## config.mk

```make
export PLATFORM = sky130hd
export DESIGN_NAME = decode_stage
export DESIGN_NICKNAME = d
export VERILOG_FILES = /design/src/rtl/decode_stage.sv
export SDC_FILE = /design/constraint.sdc
export NUM_CORES = 1
export LEC_CHECK = 0
export ABC_AREA = 1
export CORE_MARGIN = 5
export CORE_UTILIZATION = 41
export CTS_BUF_LIST = sky130_fd_sc_hd__clkbuf_8 sky130_fd_sc_hd__clkbuf_16
export DETAILED_ROUTE_END_ITERATION = 6
export PLACE_DENSITY = 0.76
export SLEW_MARGIN = 20
export SYNTH_ARGS = -nofsm -noshare
export SYNTH_HDL_FRONTEND = slang
export SYNTH_SLANG_ARGS = --single-unit
```

## constraint.sdc

```tcl
create_clock -name clk -period 1.6 [get_ports clk]
set_input_delay 0.32 -clock clk [delete_from_list [all_inputs] [get_ports clk]]
set_output_delay 0.32 -clock clk [all_outputs]
set_load 0.005 [all_outputs]
```

## src/rtl/decode_stage.sv

```systemverilog
// Registered RV32I decode stage: one instruction in per valid/ready transfer,
// full control bundle out one cycle later, plus saturating debug counters.
module decode_stage #(
    parameter int XLEN          = 32,
    parameter int CNT_WIDTH     = 16,
    parameter bit STRICT_DECODE = 1'b1
) (
    input  logic                 clk,
    input  logic                 rst_n,
    input  logic                 flush,
    input  logic                 in_valid,
    output logic                 in_ready,
    input  logic [31:0]          in_instr,
    input  logic [XLEN-1:0]      in_pc,
    output logic                 out_valid,
    input  logic                 out_ready,
    output logic [XLEN-1:0]      out_pc,
    output logic [31:0]          out_instr,
    output logic [3:0]           alu_control,
    output logic [2:0]           imm_source,
    output logic                 alu_source,
    output logic [1:0]           write_back_source,
    output logic                 second_add_source,
    output logic                 reg_write,
    output logic                 mem_write,
    output logic [2:0]           mem_func3,
    output logic                 branch,
    output logic [2:0]           branch_cond,
    output logic                 jump,
    output logic                 jalr,
    output logic                 illegal,
    output logic [CNT_WIDTH-1:0] instr_count,
    output logic [CNT_WIDTH-1:0] illegal_count
);
    // Handshake: a transfer happens on an edge where valid and ready are both 1.
    // out_valid/bundle hold while out_ready is 0; flush kills both the held and
    // the offered instruction.
    typedef struct packed {
        logic [3:0] alu_control;
        logic [2:0] imm_source;
        logic       alu_source;
        logic [1:0] write_back_source;
        logic       second_add_source;
        logic       reg_write;
        logic       mem_write;
        logic [2:0] mem_func3;
        logic       branch;
        logic [2:0] branch_cond;
        logic       jump;
        logic       jalr;
        logic       illegal;
    } ctrl_t;

    localparam logic [3:0] ALU_ADD = 4'd0, ALU_SUB = 4'd1, ALU_AND = 4'd2, ALU_OR = 4'd3,
                           ALU_SLL = 4'd4, ALU_SLT = 4'd5, ALU_SRL = 4'd6, ALU_SLTU = 4'd7,
                           ALU_XOR = 4'd8, ALU_SRA = 4'd9;

    ctrl_t       dec, ctrl_q;
    logic [6:0]  op, f7;
    logic [2:0]  f3;
    logic        bad, alt;
    logic        load;

    assign op  = in_instr[6:0];
    assign f3  = in_instr[14:12];
    assign f7  = in_instr[31:25];
    assign alt = in_instr[30];

    function automatic logic [3:0] alu_of(input logic [2:0] fn3, input logic sub_sra);
        case (fn3)
            3'b000:  alu_of = sub_sra ? ALU_SUB : ALU_ADD;
            3'b001:  alu_of = ALU_SLL;
            3'b010:  alu_of = ALU_SLT;
            3'b011:  alu_of = ALU_SLTU;
            3'b100:  alu_of = ALU_XOR;
            3'b101:  alu_of = sub_sra ? ALU_SRA : ALU_SRL;
            3'b110:  alu_of = ALU_OR;
            default: alu_of = ALU_AND;
        endcase
    endfunction

    always_comb begin
        dec = '0;
        bad = 1'b0;
        case (op)
            7'b0000011: begin
                bad = !(f3 inside {3'b000, 3'b001, 3'b010, 3'b100, 3'b101});
                dec.alu_source = 1'b1;
                dec.write_back_source = 2'd1;
                dec.reg_write = 1'b1;
                dec.mem_func3 = f3;
            end
            7'b0100011: begin
                bad = !(f3 inside {3'b000, 3'b001, 3'b010});
                dec.imm_source = 3'd1;
                dec.alu_source = 1'b1;
                dec.mem_write = 1'b1;
                dec.mem_func3 = f3;
            end
            7'b0010011: begin
                // No SUBI: only the shift-right slot uses instr[30].
                dec.alu_control = alu_of(f3, (f3 == 3'b101) && alt);
                dec.alu_source = 1'b1;
                dec.reg_write = 1'b1;
                if (STRICT_DECODE) begin
                    if (f3 == 3'b001) bad = (f7 != 7'b0000000);
                    if (f3 == 3'b101) bad = (f7 != 7'b0000000) && (f7 != 7'b0100000);
                end
            end
            7'b0110011: begin
                dec.alu_control = alu_of(f3, alt);
                dec.reg_write = 1'b1;
                if (STRICT_DECODE)
                    bad = !((f7 == 7'b0000000) ||
                            ((f7 == 7'b0100000) && ((f3 == 3'b000) || (f3 == 3'b101))));
            end
            7'b1100011: begin
                bad = (f3 == 3'b010) || (f3 == 3'b011);
                dec.imm_source = 3'd2;
                dec.branch = 1'b1;
                dec.branch_cond = f3;
                dec.alu_control = ALU_SUB;
            end
            7'b1101111: begin
                dec.imm_source = 3'd3;
                dec.write_back_source = 2'd2;
                dec.reg_write = 1'b1;
                dec.jump = 1'b1;
            end
            7'b1100111: begin
                bad = (f3 != 3'b000);
                dec.alu_source = 1'b1;
                dec.write_back_source = 2'd2;
                dec.reg_write = 1'b1;
                dec.jump = 1'b1;
                dec.jalr = 1'b1;
            end
            7'b0110111, 7'b0010111: begin
                dec.imm_source = 3'd4;
                dec.write_back_source = 2'd3;
                dec.reg_write = 1'b1;
                dec.second_add_source = op[5];
            end
            7'b0001111: ;
            default: bad = 1'b1;
        endcase
        if (bad) begin
            dec = '0;
            dec.illegal = 1'b1;
        end
    end

    assign in_ready = !out_valid || out_ready || flush;
    assign load     = in_valid && in_ready && !flush;

    always_ff @(posedge clk or negedge rst_n) begin
        if (!rst_n) begin
            out_valid     <= 1'b0;
            out_pc        <= '0;
            out_instr     <= '0;
            ctrl_q        <= '0;
            instr_count   <= '0;
            illegal_count <= '0;
        end else begin
            if (flush) begin
                out_valid <= 1'b0;
            end else if (load) begin
                out_valid <= 1'b1;
                out_pc    <= in_pc;
                out_instr <= in_instr;
                ctrl_q    <= dec;
            end else if (out_ready) begin
                out_valid <= 1'b0;
            end
            // Counters saturate so a long debug run never wraps to a misleading value.
            if (out_valid && out_ready && !flush) begin
                if (instr_count != '1) instr_count <= instr_count + 1'b1;
                if (ctrl_q.illegal && (illegal_count != '1)) illegal_count <= illegal_count + 1'b1;
            end
        end
    end

    assign alu_control       = ctrl_q.alu_control;
    assign imm_source        = ctrl_q.imm_source;
    assign alu_source        = ctrl_q.alu_source;
    assign write_back_source = ctrl_q.write_back_source;
    assign second_add_source = ctrl_q.second_add_source;
    assign reg_write         = ctrl_q.reg_write;
    assign mem_write         = ctrl_q.mem_write;
    assign mem_func3         = ctrl_q.mem_func3;
    assign branch            = ctrl_q.branch;
    assign branch_cond       = ctrl_q.branch_cond;
    assign jump              = ctrl_q.jump;
    assign jalr              = ctrl_q.jalr;
    assign illegal           = ctrl_q.illegal;
endmodule

```

==> results of run 1 <==
-- state kept, by name, indices dropped and copies added (netlist names), 2 cells and up --
| register | cells |
|---|---|
| mem_func3 | 3 |
| illegal_count | 16 |
| imm_source | 3 |
| write_back_source | 2 |
| branch_cond | 3 |
| out_instr | 32 |
| alu_control | 4 |
| out_pc | 32 |
| instr_count | 16 |
-- cell type report --
cell class | count | area [um^2] | area share [%]
clock buffers | 22 | 494 | 5.31
inverters | 36 | 138 | 1.48
well taps | 176 | 220 | 2.37
multi-input cells | 506 | 2520 | 27.1
flip-flops and latches | 120 | 3010 | 32.3
repair buffers | 299 | 2780 | 29.9
clock inverters | 8 | 143 | 1.53
-- worst paths after layout --
| check | slack (ns) | cells past startpoint | end | startpoint |
|---|---|---|---|---|
| worst max-delay path | 0.005 | 10 | illegal_count[8] | illegal_count[0] |
| worst min-delay path | 0.22 | 3 | out_instr[1] | in_instr[1] |
| worst max register to register | 0.005 | 10 | illegal_count[8] | illegal_count[0] |
| worst min register to register | 0.47 | 2 | out_pc[18] | out_pc[18] |
| max in group asynchronous | 0.59 | 3 | out_pc[29] | rst_n |
| min in group asynchronous | 0.45 | 2 | illegal_count[5] | rst_n |
-- logic make-up (layout without fill, tap and decap cells) --
group | after synthesis | count (layout) | synth area share, %
simple gates | 438 | 438 | 32.6
fa+ha+maj | 2 | 2 | 0.451
compound gates | 37 | 37 | 3.79
xor+xnor | 29 | 29 | 4.58
buf+inv | 58 | 365 | 4.53
flops | 120 | 120 | 54.1
-- synthesized netlist by cell type, drive strengths merged --
| cell type | instances | share of area [%] |
|---|---|---|
| clkbuf | 9 | 0.61 |
| o21a | 1 | 0.14 |
| dfrtp | 120 | 54 |
| buf | 13 | 1.5 |
| a21boi | 1 | 0.14 |
| o31ai | 2 | 0.27 |
| nor3b | 2 | 0.27 |
| xor2 | 14 | 2.2 |
| nand2 | 317 | 22 |
| a21oi | 5 | 0.45 |
| ha | 2 | 0.45 |
| nor2 | 64 | 4.8 |
| o21ai | 28 | 2.8 |
| inv | 36 | 2.4 |
| nand3 | 44 | 4.1 |
| nand4 | 5 | 0.83 |
| xnor2 | 15 | 2.4 |
| nor3 | 6 | 0.72 |
-- layout by cell type, fill, tap and decap left out, types with 5 or more instances in the layout --
cell type / instances
nand3_1: 38
buf_12: 6
nor2_1: 51
nor2_2: 9
o21ai_0: 23
nand2_4: 11
xnor2_1: 15
clkbuf_8: 5
nand2_1: 293
dlymetal6s2s_1: 31
dlygate4sd2_1: 96
dfrtp_1: 117
inv_1: 25
clkbuf_16: 18
inv_2: 10
clkdlybuf4s50_1: 60
nand2_2: 13
buf_4: 100
xor2_1: 14
-- metal layers --
| layer | GRT usage [%] | share of wire [%] | up-vias |
|---|---|---|---|
| li1 | - | - | 2724 |
| met1 | 26.1 | 42 | 2570 |
| met2 | 35.6 | 49 | 172 |
| met3 | 6.64 | 6.4 | 26 |
| met5 | 0 | 0 | - |
| met4 | 8.08 | 2.2 | 0 |
-- where the power goes --
group / leakage (nW) / switching (mW) / internal [mW] / total, mW
Combinational: 3.44 / 1.03 / 1.24 / 2.27
Clock: 0.314 / 1.31 / 2.79 / 4.09
Sequential: 1.55 / 0.233 / 3.42 / 3.65
-- worst min-delay path, stage by stage --
cell	delay (ns)
dlymetal6s2s_1	0.15
nand2_1	0.07
nand2_1	0.05
-- what timing repair did --
action,CTS,global route
resized for setup,106,89
cloned,0,1
setup buffers,27,7
pin swaps,4,12
hold buffers,1,0
endpoints found under the setup margin,127,72
endpoints found under the hold margin,32,0
-- stage by stage --
step                utilization [%]  setup slack (ns)  area, um^2  total power [mW]  instances
detailed placement             61.7            -0.523        8180              5.84       1101
global placement               61.7            -0.482        8180              5.78       1101
CTS                            67.6        0.00000400        8950              9.89       1159
finish                         70.3           0.00529        9310              10.0       1167
global route                   70.3           -0.0431        9310              10.5       1167
floorplan                         -           0.00260        5560              4.36        684
==> run metrics, run 1 <==
1st-pass router iterations=4; Crit path buffers/inverters=3; clock slew at reported path FFs=0.06 ns; Synth Register Bits=120; num rows=42; Final Critical Period=1.59 ns; share of cells above drive strength 1=21.3%; family with the most delay on the worst path=simple AND/OR/NAND/NOR gates; clock buffer depth=2; status=finished, final reports clean; area grow syn2layout=67.7%; achievable frequency=0.627 GHz; fin nets=1051; Hold Vio Cnt, Final=0; Crit-path slowest cell=dfrtp_1; post-synthesis cell type count=29; Syn. warnings=0; WL/cell=14.7 um; Pwr per Cell Area=1080 nW/um^2; Leak=5.30 nW; Initial Util=41.9%; Die Area=16000 um^2; Hold Path Class=input port to flip-flop; Cell Area, Synth=5550 um^2; Worst path max stage delay=0.39 ns; initial antenna violation count=0; H-tree depth=4; drt first-iter violations=295; Worst Path Required=1.90 ns; Post-DRT Antenna Nets=0; DRC viols=0; Vias/cell=4.71; GPL Wtd Cong=0.872; routed via count=5492; synthesized net count=755; IO Count=190; Cell Chain, Critical Path=buf_6, ha_4, nand3_4, nor3_4, nand3_2, nand2_4, inv_4, buf_12, nand2_2, o21ai_2; critical path class=flip-flop to flip-flop; number of global-route vias before repair=5579; TritonCTS buffer count=17; peak supply drop=0.727 mV; first-pass GRT wire length=27500 um; Root Buffer=clkbuf_16; GRT Total Usage=21.4%; register area share after synthesis=54.1%; post-DP HPWL=11900 um; Die Height=126 um; max-slew violations=0; skew final=0.00619 ns; core area=13200 um^2; FILL cells=1042; Clock Sinks=120; number of diodes=0; IO buf count=189; peak fanout along the critical path=8; Final period util=99.7%; Post-Synthesis Cells=684; CP Capture Type=flip-flop; Congestion Overflow GR=0; routed wire length=17200 um; Max-Slew Margin vs Limit=62.4%; CP arrival=1.89 ns; setup violators final=0; die width=126 um; setup TNS=0 ns; final hold slack=0.215 ns; actual slew at the worst max-slew pin=0.564 ns; Max-Cap Viols=0; Worst Setup Start Kind=flip-flop; syn_area_per_cell=8.11 um^2; CTS tree=done; RSZ-0062 raised after global routing=yes; largest net degree at the start of global routing=38; Worst-Skew Late Latency=0.41 ns
No activity file was read; power rests on OpenSTA's default activity.
==> run 2, diff against run 1 <==
--- a/config.mk
+++ b/config.mk
@@ -9,8 +9,10 @@
 export CORE_MARGIN = 5
 export CORE_UTILIZATION = 41
 export CTS_BUF_LIST = sky130_fd_sc_hd__clkbuf_8 sky130_fd_sc_hd__clkbuf_16
+export CTS_CLUSTER_SIZE = 40
 export DETAILED_ROUTE_END_ITERATION = 6
 export PLACE_DENSITY = 0.76
+export SKIP_LAST_GASP = 1
 export SLEW_MARGIN = 20
 export SYNTH_ARGS = -nofsm -noshare
 export SYNTH_HDL_FRONTEND = slang
==> run metrics, run 2 (synthesized netlist as in run 1, its figures left out) <==
status=finished, final reports clean; WL/cell=14.7 um; peak fanout along the critical path=8; number of global-route vias before repair=5580; Max-Cap Viols=0; Clock Sinks=120; core area=13200 um^2; IO buf count=189; Post-DRT Antenna Nets=0; Max-Slew Margin vs Limit=62.8%; clock buffer depth=2; commonest non-fill, non-tap cell in the layout=nand2_1; Worst Path Required=1.90 ns; achievable frequency=0.631 GHz; GRT Total Usage=21.4%; post-DP HPWL=11900 um; Tot Pwr=9.98 mW; CP arrival=1.89 ns; Hold Vio Cnt, Final=0; Vias/cell=4.72; actual slew at the worst max-slew pin=0.559 ns; Root Buffer=clkbuf_16; Pwr per Cell Area=1070 nW/um^2; skew final=0.00521 ns; H-tree depth=4; FILL cells=1043; initial antenna violation count=0; area grow syn2layout=67.3%; largest net degree at the start of global routing=38; Leak=5.30 nW; CP Capture Type=flip-flop; num rows=42; biggest regs=out_instr (32), out_pc (32); placed cell count=1101; RSZ-0062 raised after global routing=yes; area of the multi-input gates=2510 um^2; share of cells above drive strength 1=21.2%; Final period util=99.1%; TritonCTS buffer count=17; Congestion Overflow GR=0; CTS tree=done; Final Critical Period=1.59 ns; DRC viols=0; IO Count=190; routed wire length=17200 um; die width=126 um; commonest non-fill, non-tap cells in the layout=nand2_1 (293), dfrtp_1 (117), buf_4 (99); setup violators final=0; first-pass GRT wire length=27500 um; drt first-iter violations=287; number of diodes=0; 1st-pass router iterations=5; Die Area=16000 um^2; setup TNS=0 ns; reg2reg setup slack=0.01 ns; routed via count=5499; GPL Wtd Cong=0.872; Die Height=126 um; fin nets=1050; Worst-Skew Late Latency=0.41 ns; clock slew at reported path FFs=0.06 ns; max-slew violations=0; Initial Util=41.9%; Worst Setup Start Kind=flip-flop; peak supply drop=0.717 mV; Hold Path Class=input port to flip-flop; critical path class=flip-flop to flip-flop; Reg area=3010 um^2; non-filler instance count after layout=1166
## run 2: stage by stage
step	cell area, um^2	utilization [%]	hold WS, ns	setup WS, ns
after CTS	8940	67.5	0.422	-0.0208
after detailed placement	8180	61.7	0.337	-0.523
final	9290	70.1	0.212	0.0141
after floorplan	5560	-	0.0244	0.00260
after global placement	8180	61.7	0.336	-0.482
after global routing	9290	70.1	0.238	-0.0478
## run 2: path summary, 6_finish.rpt
| path | depth (start not counted) | to | startpoint |
|---|---|---|---|
| worst max-delay path | 11 | illegal_count[8] | illegal_count[3] |
| worst min-delay path | 3 | out_instr[1] | in_instr[1] |
| worst max register to register | 11 | illegal_count[8] | illegal_count[3] |
| worst min register to register | 2 | out_pc[18] | out_pc[18] |
| max in group asynchronous | 3 | out_pc[29] | rst_n |
| min in group asynchronous | 2 | illegal_count[3] | rst_n |
## run 2: worst max-delay path, stage by stage (launching register included)
cell	delay (ns)
dfrtp_1	0.36
buf_6	0.11
nand2_4	0.05
nor2_4	0.13
nand3_4	0.10
nor3_4	0.19
nand3_2	0.12
nand2_4	0.10
inv_4	0.05
buf_12	0.15
nand2_2	0.06
o21ai_2	0.05
## run 2: timing repair
| action | CTS | global route |
|---|---|---|
| hold buffers | 1 | 0 |
| cloned | 0 | 1 |
| setup buffers | 27 | 6 |
| gates resized for setup | 105 | 89 |
| pin swaps | 4 | 12 |
| endpoints found under the hold margin | 32 | 0 |
| endpoints found under the setup margin | 127 | 72 |
## run 2: where the power goes
part / switching, mW / leakage (nW) / internal (mW) / total, mW
logic: 1.04 / 3.44 / 1.21 / 2.25
registers: 0.222 / 1.55 / 3.42 / 3.64
clock network: 1.31 / 0.314 / 2.79 / 4.10
total: 2.57 / 5.30 / 7.42 / 9.98
## run 2: routing by layer
| metal | share of wire, % | GRT usage (%) |
|---|---|---|
| met5 | 0 | 0 |
| met4 | 1.9 | 8.08 |
| met3 | 6.5 | 6.64 |
| met2 | 50 | 35.6 |
| met1 | 42 | 26.0 |
## run 2: cell type report
cell class	count	share of cell area [%]
flip-flops and latches	120	32.4
repair buffers	298	29.9
multi-input cells	506	27.0
clock buffers	22	5.32
well taps	176	2.37
clock inverters	8	1.54
inverters	36	1.48
